**src/rtl/eth_pkg.sv**
```systemverilog
// Shared types and constants for the bit-serial Ethernet transmit path.
package eth_pkg;

    typedef enum logic [2:0] {
        IDLE,
        PRE,
        SFD,
        DATA,
        PAD,
        FCS,
        IFG
    } tx_state_t;

    localparam logic [7:0]  PREAMBLE_BYTE = 8'h55;
    localparam logic [7:0]  SFD_BYTE      = 8'hD5;

    // Non-reflected register form; bits enter in line order (LSB of each byte first).
    localparam logic [31:0] CRC32_POLY    = 32'h04C11DB7;
    localparam logic [31:0] CRC32_INIT    = 32'hFFFFFFFF;
    localparam logic [31:0] CRC32_RESIDUE = 32'hC704DD7B;

endpackage

```
**src/rtl/eth_tx_serializer_if.sv**
```systemverilog
// Byte stream feeding the serializer: valid/ready with an end-of-frame marker.
interface eth_tx_serializer_if;

    logic [7:0] s_data;
    logic       s_valid;
    logic       s_last;
    logic       s_ready;

    modport master (
        output s_data,
        output s_valid,
        output s_last,
        input  s_ready
    );

    modport slave (
        input  s_data,
        input  s_valid,
        input  s_last,
        output s_ready
    );

endinterface

```
**src/rtl/eth_fcs.sv**
```systemverilog
// Bit-serial CRC-32 generator, MSB-first register, one line bit per enabled clock.
module eth_fcs
    import eth_pkg::*;
(
    input  logic        clk,
    input  logic        reset,
    input  logic        en,
    input  logic        data_in,
    output logic [31:0] crc
);

    logic feedback;

    assign feedback = crc[31] ^ data_in;

    always_ff @(posedge clk) begin
        if (reset) begin
            crc <= CRC32_INIT;
        end else if (en) begin
            crc <= {crc[30:0], 1'b0} ^ (feedback ? CRC32_POLY : 32'h0000_0000);
        end
    end

endmodule

```
**src/rtl/eth_tx_serializer.sv**
```systemverilog
// Ethernet MAC transmit sequencer: preamble, SFD, LSB-first payload, zero pad, FCS, then IFG.
module eth_tx_serializer
    import eth_pkg::*;
#(
    parameter int PREAMBLE_BYTES = 7,
    parameter int MIN_PAYLOAD    = 60,
    parameter int IFG_BITS       = 96
) (
    input  logic                clk,
    input  logic                reset,
    eth_tx_serializer_if.slave  s,
    output logic                tx_bit,
    output logic                tx_en,
    output logic                busy,
    output logic                underrun,
    output logic                frame_done
);

    localparam int          IFG_W    = $clog2(IFG_BITS + 1);
    localparam logic [15:0] PRE_LAST = 16'(PREAMBLE_BYTES - 1);
    localparam logic [15:0] MIN_CNT  = 16'(MIN_PAYLOAD);
    localparam logic [IFG_W-1:0] IFG_LAST = IFG_W'(IFG_BITS - 1);

    tx_state_t        state;
    logic [2:0]       bit_cnt;
    logic [15:0]      byte_cnt;
    logic [4:0]       fcs_cnt;
    logic [IFG_W-1:0] ifg_cnt;
    logic [7:0]       shreg;
    logic             last_flag;
    logic [31:0]      crc;

    logic        line_bit_p0;
    logic        line_en_p0;
    logic        crc_en;
    logic        crc_clr;
    logic        byte_end;
    logic        load_slot;
    logic        take;
    logic        starve;
    logic [15:0] byte_next;

    function automatic logic [15:0] sat_inc(input logic [15:0] v);
        return (v == 16'hFFFF) ? v : v + 16'd1;
    endfunction

    assign byte_end  = (bit_cnt == 3'd7);
    assign byte_next = sat_inc(byte_cnt);
    assign take      = load_slot & s.s_valid;
    assign starve    = load_slot & ~s.s_valid;
    assign crc_clr   = (state == IDLE) || (state == IFG);
    assign busy      = (state != IDLE);
    assign s.s_ready = load_slot;

    // Stage p0: state-decoded line bit; the CRC consumes it on the same edge tx_bit registers it.
    always_comb begin
        line_bit_p0 = 1'b0;
        line_en_p0  = 1'b0;
        crc_en      = 1'b0;
        load_slot   = 1'b0;
        case (state)
            PRE: begin
                line_en_p0  = 1'b1;
                line_bit_p0 = PREAMBLE_BYTE[bit_cnt];
            end
            SFD: begin
                line_en_p0  = 1'b1;
                line_bit_p0 = SFD_BYTE[bit_cnt];
                load_slot   = byte_end;
            end
            DATA: begin
                line_en_p0  = 1'b1;
                line_bit_p0 = shreg[bit_cnt];
                crc_en      = 1'b1;
                load_slot   = byte_end & ~last_flag;
            end
            PAD: begin
                line_en_p0  = 1'b1;
                crc_en      = 1'b1;
            end
            FCS: begin
                line_en_p0  = 1'b1;
                line_bit_p0 = ~crc[5'd31 - fcs_cnt];
            end
            default: begin
            end
        endcase
        // A starved load slot drops the line immediately rather than sending its bit.
        if (starve) begin
            line_en_p0  = 1'b0;
            line_bit_p0 = 1'b0;
            crc_en      = 1'b0;
        end
    end

    // Stage p1: registered line outputs, sequencing state and counters.
    always_ff @(posedge clk) begin
        if (reset) begin
            state      <= IDLE;
            bit_cnt    <= '0;
            byte_cnt   <= '0;
            fcs_cnt    <= '0;
            ifg_cnt    <= '0;
            last_flag  <= 1'b0;
            tx_bit     <= 1'b0;
            tx_en      <= 1'b0;
            underrun   <= 1'b0;
            frame_done <= 1'b0;
        end else begin
            tx_bit     <= line_bit_p0;
            tx_en      <= line_en_p0;
            underrun   <= starve;
            frame_done <= 1'b0;
            if (take) begin
                last_flag <= s.s_last;
            end
            case (state)
                IDLE: begin
                    if (s.s_valid) begin
                        state    <= PRE;
                        bit_cnt  <= '0;
                        byte_cnt <= '0;
                    end
                end
                PRE: begin
                    bit_cnt <= bit_cnt + 3'd1;
                    if (byte_end) begin
                        if (byte_cnt == PRE_LAST) begin
                            state    <= SFD;
                            byte_cnt <= '0;
                        end else begin
                            byte_cnt <= byte_cnt + 16'd1;
                        end
                    end
                end
                SFD: begin
                    bit_cnt <= bit_cnt + 3'd1;
                    if (byte_end) begin
                        state <= starve ? IFG : DATA;
                    end
                end
                DATA: begin
                    bit_cnt <= bit_cnt + 3'd1;
                    if (byte_end) begin
                        byte_cnt <= byte_next;
                        if (last_flag) begin
                            state <= (byte_next < MIN_CNT) ? PAD : FCS;
                        end else if (starve) begin
                            state <= IFG;
                        end
                    end
                end
                PAD: begin
                    bit_cnt <= bit_cnt + 3'd1;
                    if (byte_end) begin
                        byte_cnt <= byte_next;
                        if (byte_next >= MIN_CNT) begin
                            state <= FCS;
                        end
                    end
                end
                FCS: begin
                    fcs_cnt <= fcs_cnt + 5'd1;
                    if (fcs_cnt == 5'd31) begin
                        frame_done <= 1'b1;
                        state      <= IFG;
                    end
                end
                IFG: begin
                    if (ifg_cnt == IFG_LAST) begin
                        state   <= IDLE;
                        ifg_cnt <= '0;
                    end else begin
                        ifg_cnt <= ifg_cnt + 1'b1;
                    end
                end
                default: state <= IDLE;
            endcase
        end
    end

    always_ff @(posedge clk) begin
        if (take) begin
            shreg <= s.s_data;
        end
    end

    eth_fcs u_fcs (
        .clk     (clk),
        .reset   (reset | crc_clr),
        .en      (crc_en),
        .data_in (line_bit_p0),
        .crc     (crc)
    );

endmodule

```
**src/flat_wrapper.sv**
```systemverilog
// flat-port wrapper written by rule: the top's interface ports become plain ports
module eth_tx_serializer_flat import eth_pkg::*;
#(
    parameter int PREAMBLE_BYTES = 7,
    parameter int MIN_PAYLOAD    = 60,
    parameter int IFG_BITS       = 96
)
  (clk, reset, tx_bit, tx_en, busy, underrun, frame_done, s_s_data, s_s_valid, s_s_last, s_s_ready);
  eth_tx_serializer_if s_i ();
  input  logic clk;
  input  logic reset;
  output logic tx_bit;
  output logic tx_en;
  output logic busy;
  output logic underrun;
  output logic frame_done;
  input wire logic [$bits(s_i.s_data)-1:0] s_s_data;
  input wire logic [$bits(s_i.s_valid)-1:0] s_s_valid;
  input wire logic [$bits(s_i.s_last)-1:0] s_s_last;
  output wire logic [$bits(s_i.s_ready)-1:0] s_s_ready;
  assign s_i.s_data = s_s_data;
  assign s_i.s_valid = s_s_valid;
  assign s_i.s_last = s_s_last;
  assign s_s_ready = s_i.s_ready;
  eth_tx_serializer #(.PREAMBLE_BYTES(PREAMBLE_BYTES), .MIN_PAYLOAD(MIN_PAYLOAD), .IFG_BITS(IFG_BITS)) u_core (.clk(clk), .reset(reset), .s(s_i), .tx_bit(tx_bit), .tx_en(tx_en), .busy(busy), .underrun(underrun), .frame_done(frame_done));
endmodule
```
**config.mk**
```make
export PLATFORM = sky130hd
export DESIGN_NAME = eth_tx_serializer_flat
export DESIGN_NICKNAME = d
export VERILOG_FILES = /design/src/rtl/eth_pkg.sv /design/src/rtl/eth_tx_serializer_if.sv /design/src/rtl/eth_fcs.sv /design/src/rtl/eth_tx_serializer.sv /design/src/flat_wrapper.sv
export SDC_FILE = /design/constraint.sdc
export NUM_CORES = 1
export LEC_CHECK = 0
export BUFFER_PORTS_ARGS = -buffer_cell sky130_fd_sc_hd__clkbuf_2
export CAP_MARGIN = 20
export CELL_PAD_IN_SITES_DETAIL_PLACEMENT = 1
export CELL_PAD_IN_SITES_GLOBAL_PLACEMENT = 2
export CORE_ASPECT_RATIO = 0.9
export CORE_MARGIN = 2
export CORE_UTILIZATION = 38
export DETAILED_ROUTE_END_ITERATION = 8
export PLACE_DENSITY = 0.91
export SLEW_MARGIN = 10
export SYNTH_ARGS = -nofsm -noshare
export SYNTH_HDL_FRONTEND = slang
export SYNTH_SLANG_ARGS = --single-unit
```
**constraint.sdc**
```tcl
create_clock -name clk -period 2.5 [get_ports clk]
set_clock_uncertainty 0.05 [all_clocks]
set_input_delay 0.375 -clock clk [delete_from_list [all_inputs] [get_ports clk]]
set_output_delay 0.375 -clock clk [all_outputs]
set_load 0.02 [all_outputs]
```
==> results.py <==
metrics = {
    "place": {
        "dp_hpwl_mm": 10.3,
        "place_ws_ps": 114,
        "io_buffers": 17,
        "gp_congestion": 0.858,
    },
    "floorplanning": {
        "rows": 39,
        "die_x_um": 124,
        "dieArea_um2": 13900,
        "core-area_um2": 12700,
        "initial_core_util_pct": 39.0,
        "ioPinCount": 18,
        "dieHeight_um": 112,
    },
    "power": {
        "combPwrFrac_pct": 28.9,
        "intPower_mw": 2.76,
        "p_leak_nw": 1.98,
        "swShare_pct": 33.2,
        "power_density_nw_per_um2": 736,
        "pwr-share-seq_pct": 33.8,
        "peakVddDrop_mv": 0.361,
        "netSwitchingPower_mw": 1.37,
        "p_total_mw": 4.14,
        "power_frac_clock_pct": 37.3,
    },
    "setup_path": {
        "cpMostUsedCell": "ha_1",
        "timing.rr.start": "u_core.bit_cnt[1]",
        "crit_chain": "ha_1, ha_1, inv_1, a211oi_1, a21oi_1, buf_12, o21ai_4, buf_4, o311ai_0, nor2_1",
        "rr_endpoint": "u_core.u_fcs.crc[4]",
        "critPathKind": "reg2reg",
        "start_kind": "flip-flop",
        "cp_top_family": "compound AO/OA/AOI/OAI gates",
        "critPathMaxFanout": 16,
        "worstSetupStartpoint": "u_core.bit_cnt[1]",
        "cp.depth": 10,
        "max_stage_delay_ps": 380,
        "reg2reg_slack_ps": 150,
        "critPathBufInv": 3,
        "cp_data_arrival_time_ps": 2530,
        "critPathSlowestCell": "o311ai_0",
        "required_ps": 2680,
        "endpoint": "u_core.u_fcs.crc[4]",
        "critPathCaptureType": "flip-flop",
        "reg2regPathDepth": 10,
    },
    "global_routing": {
        "grt_pass1_vias": 4884,
        "grt_first_pass_wirelength_mm": 25.3,
        "antenna_found_initial": 0,
        "track_usage_pct": 22.1,
        "grt_max_degree": 36,
        "overflow": 0,
    },
    "yosys": {
        "synth-edff-count": 8,
        "synthCells": 627,
        "ys_seq_area_share_pct": 34.4,
        "synthDistinctLibCells": 70,
        "synth_seq_cells": 81,
        "syn_area_um2": 4940,
        "syn_area_per_cell_um2": 7.88,
        "syn_nets": 646,
        "synth_warnings": 0,
        "synthArstFlopShare_pct": 0,
        "synth_ff_type": "dfxtp_1",
    },
    "cells_and_area": {
        "syn_to_final_growth_pct": 13.8,
        "num_antenna_cells": 0,
        "final_common_cell": "nand2_1",
        "drive_gt1_share_pct": 13.5,
        "fillCellCount": 1537,
        "multiInputGateArea_um2": 2940,
        "finalNetCount": 653,
        "final_cell_mix": "nand2_1 (80), dfxtp_1 (73), nor2_1 (60)",
        "seqCellArea_um2": 1700,
    },
    "cts": {
        "clk_pin_slew_ps": 60,
        "cts_tree": "done",
        "clock_latency_ps": 350,
        "cts-htree-levels": 3,
        "cts_root_buf": "clkbuf_16",
        "cts_made_buffers": 9,
        "clockBufferDepth": 2,
        "cts.sinks": 81,
        "cts_hold_buf": 0,
    },
    "route": {
        "wl_per_cell_um": 18.8,
        "routed_wl_mm": 15.1,
        "viasPerCell": 6.02,
        "drc": 0,
        "drt_iter0_markers": 394,
        "drtAntennaViolNets": 0,
        "first_pass_iters": 7,
        "num_vias": 4837,
    },
    "hold_path": {
        "hold_path_class": "in2reg",
        "hp-start": "s_s_data[6]",
    },
    "sta": {
        "rsz0062_at_grt": "false",
        "setup_slack_ps": 154,
        "finalCritPeriodShare_pct": 93.9,
        "slew_violations": 0,
        "setup_tns_ps": 0,
        "setup_violations": 0,
        "timing.fmax_mhz": 426,
        "slew-limit-headroom_pct": 45.1,
        "fin_crit_ps": 2350,
        "tightest_slew_ps": 823,
        "hold_viol": 0,
    },
    "outcome": {
        "status": "complete, no violations",
    },
    "run": {
        "cap_violations": 0,
    },
}
[flip-flops by register name (all words and copies together) (netlist names), named ones only]
signal             flops
u_core.bit_cnt         3
u_core.byte_cnt       16
u_core.fcs_cnt         5
u_core.frame_done      1
u_core.ifg_cnt         7
u_core.last_flag       1
u_core.shreg           8
u_core.state           3
u_core.tx_bit          1
u_core.tx_en           1
u_core.u_fcs.crc      32
u_core.underrun        1
[metrics by stage]
stage / instances / utilization (%) / hold WS, ps / instance area, µm²
final: 803 / 44.3 / 152 / 5630
after global routing: 803 / 44.3 / 133 / 5630
after CTS: 800 / 44.1 / 146 / 5590
after detailed placement: 784 / 41.3 / 434 / 5240
after global placement: 784 / 41.3 / 407 / 5240
after floorplan: 627 / - / 394 / 4940
[cell type report]
class / instances / share of cell area (%)
inverters: 14 / 0.934
clock inverters: 5 / 1.49
flip-flops and latches: 81 / 30.2
multi-input cells: 477 / 52.3
repair buffers: 51 / 6.72
clock buffers: 11 / 4.69
well taps: 164 / 3.65
[timing repair]
action                                  CTS  global route
buffers inserted                          0             3
gates resized for setup                   0             2
endpoints found under the setup margin    0            12
[cell families (layout without fill, tap and decap cells)]
| group | count (synthesis) | after routing | share of synthesized area, % |
|---|---|---|---|
| flip-flops | 81 | 81 | 34.4 |
| adder cells (fa/ha/maj) | 7 | 7 | 1.77 |
| AND/OR/NAND/NOR | 287 | 287 | 28.6 |
| buffers and inverters | 69 | 81 | 6.38 |
| multiplexers | 21 | 21 | 5.39 |
| AO/OA/AOI/OAI | 150 | 150 | 21.3 |
| XOR/XNOR | 12 | 12 | 2.13 |
[per-layer routing]
layer	vias up	part of all wire, %	track usage [%]
met5	-	0	0
met4	0	0.89	4.49
li1	2323	-	-
met2	131	47	36.3
met3	12	5.2	6.15
met1	2371	47	29.5
[how the worst min path moves through the flow]
stage / end / cells past startpoint
2_1_floorplan: u_core.ifg_cnt[3] / 1
3_3_place_gp: u_core.ifg_cnt[3] / 1
3_5_place_dp: u_core.u_fcs.crc[20] / 2
4_1_cts: u_core.shreg[7] / 1
5_1_grt: u_core.shreg[2] / 1
6_report: u_core.shreg[6] / 1
[power by group through the flow]
stage | Clock [mW] | Sequential [mW] | Combinational (mW)
detailed placement | 0 | 1.43 | 1.09
CTS | 1.57 | 1.40 | 1.11
floorplan | 0 | 1.41 | 0.733
finish | 1.54 | 1.40 | 1.20
global route | 1.63 | 1.41 | 1.29
global placement | 0 | 1.42 | 1.05
[Yosys cell counts, types with 3 or more instances]
cell type / number / share of area, %
dfxtp_1: 73 / 30
nor2_1: 60 / 4.6
ha_1: 7 / 1.8
and3_1: 7 / 0.89
nor4_1: 4 / 0.51
xnor2_1: 5 / 0.89
nor3_1: 12 / 1.2
or3_1: 28 / 3.5
o221a_2: 3 / 0.68
a21oi_1: 44 / 4.5
nand3b_1: 3 / 0.46
o21ai_0: 20 / 2.0
a211oi_1: 6 / 0.91
inv_1: 14 / 1.1
clkbuf_1: 30 / 2.3
xor2_1: 7 / 1.2
and4_1: 4 / 0.71
nand3_1: 52 / 5.3
o311ai_1: 5 / 0.89
o311ai_0: 3 / 0.53
buf_6: 4 / 0.91
mux2i_1: 15 / 3.0
a221oi_1: 4 / 0.71
buf_2: 15 / 1.5
o221ai_1: 5 / 0.89
nor3b_1: 3 / 0.46
o2111ai_1: 13 / 2.3
a22oi_1: 3 / 0.46
buf_1: 4 / 0.30
nand4_1: 9 / 1.1
o31ai_1: 3 / 0.46
a2111oi_0: 3 / 0.53
a31oi_1: 12 / 1.5
edfxtp_1: 8 / 4.9
nand2_1: 80 / 6.1
nor2b_1: 11 / 1.4
mux4_2: 4 / 1.8
o22ai_1: 3 / 0.38
(Power assumes the default switching activity.)
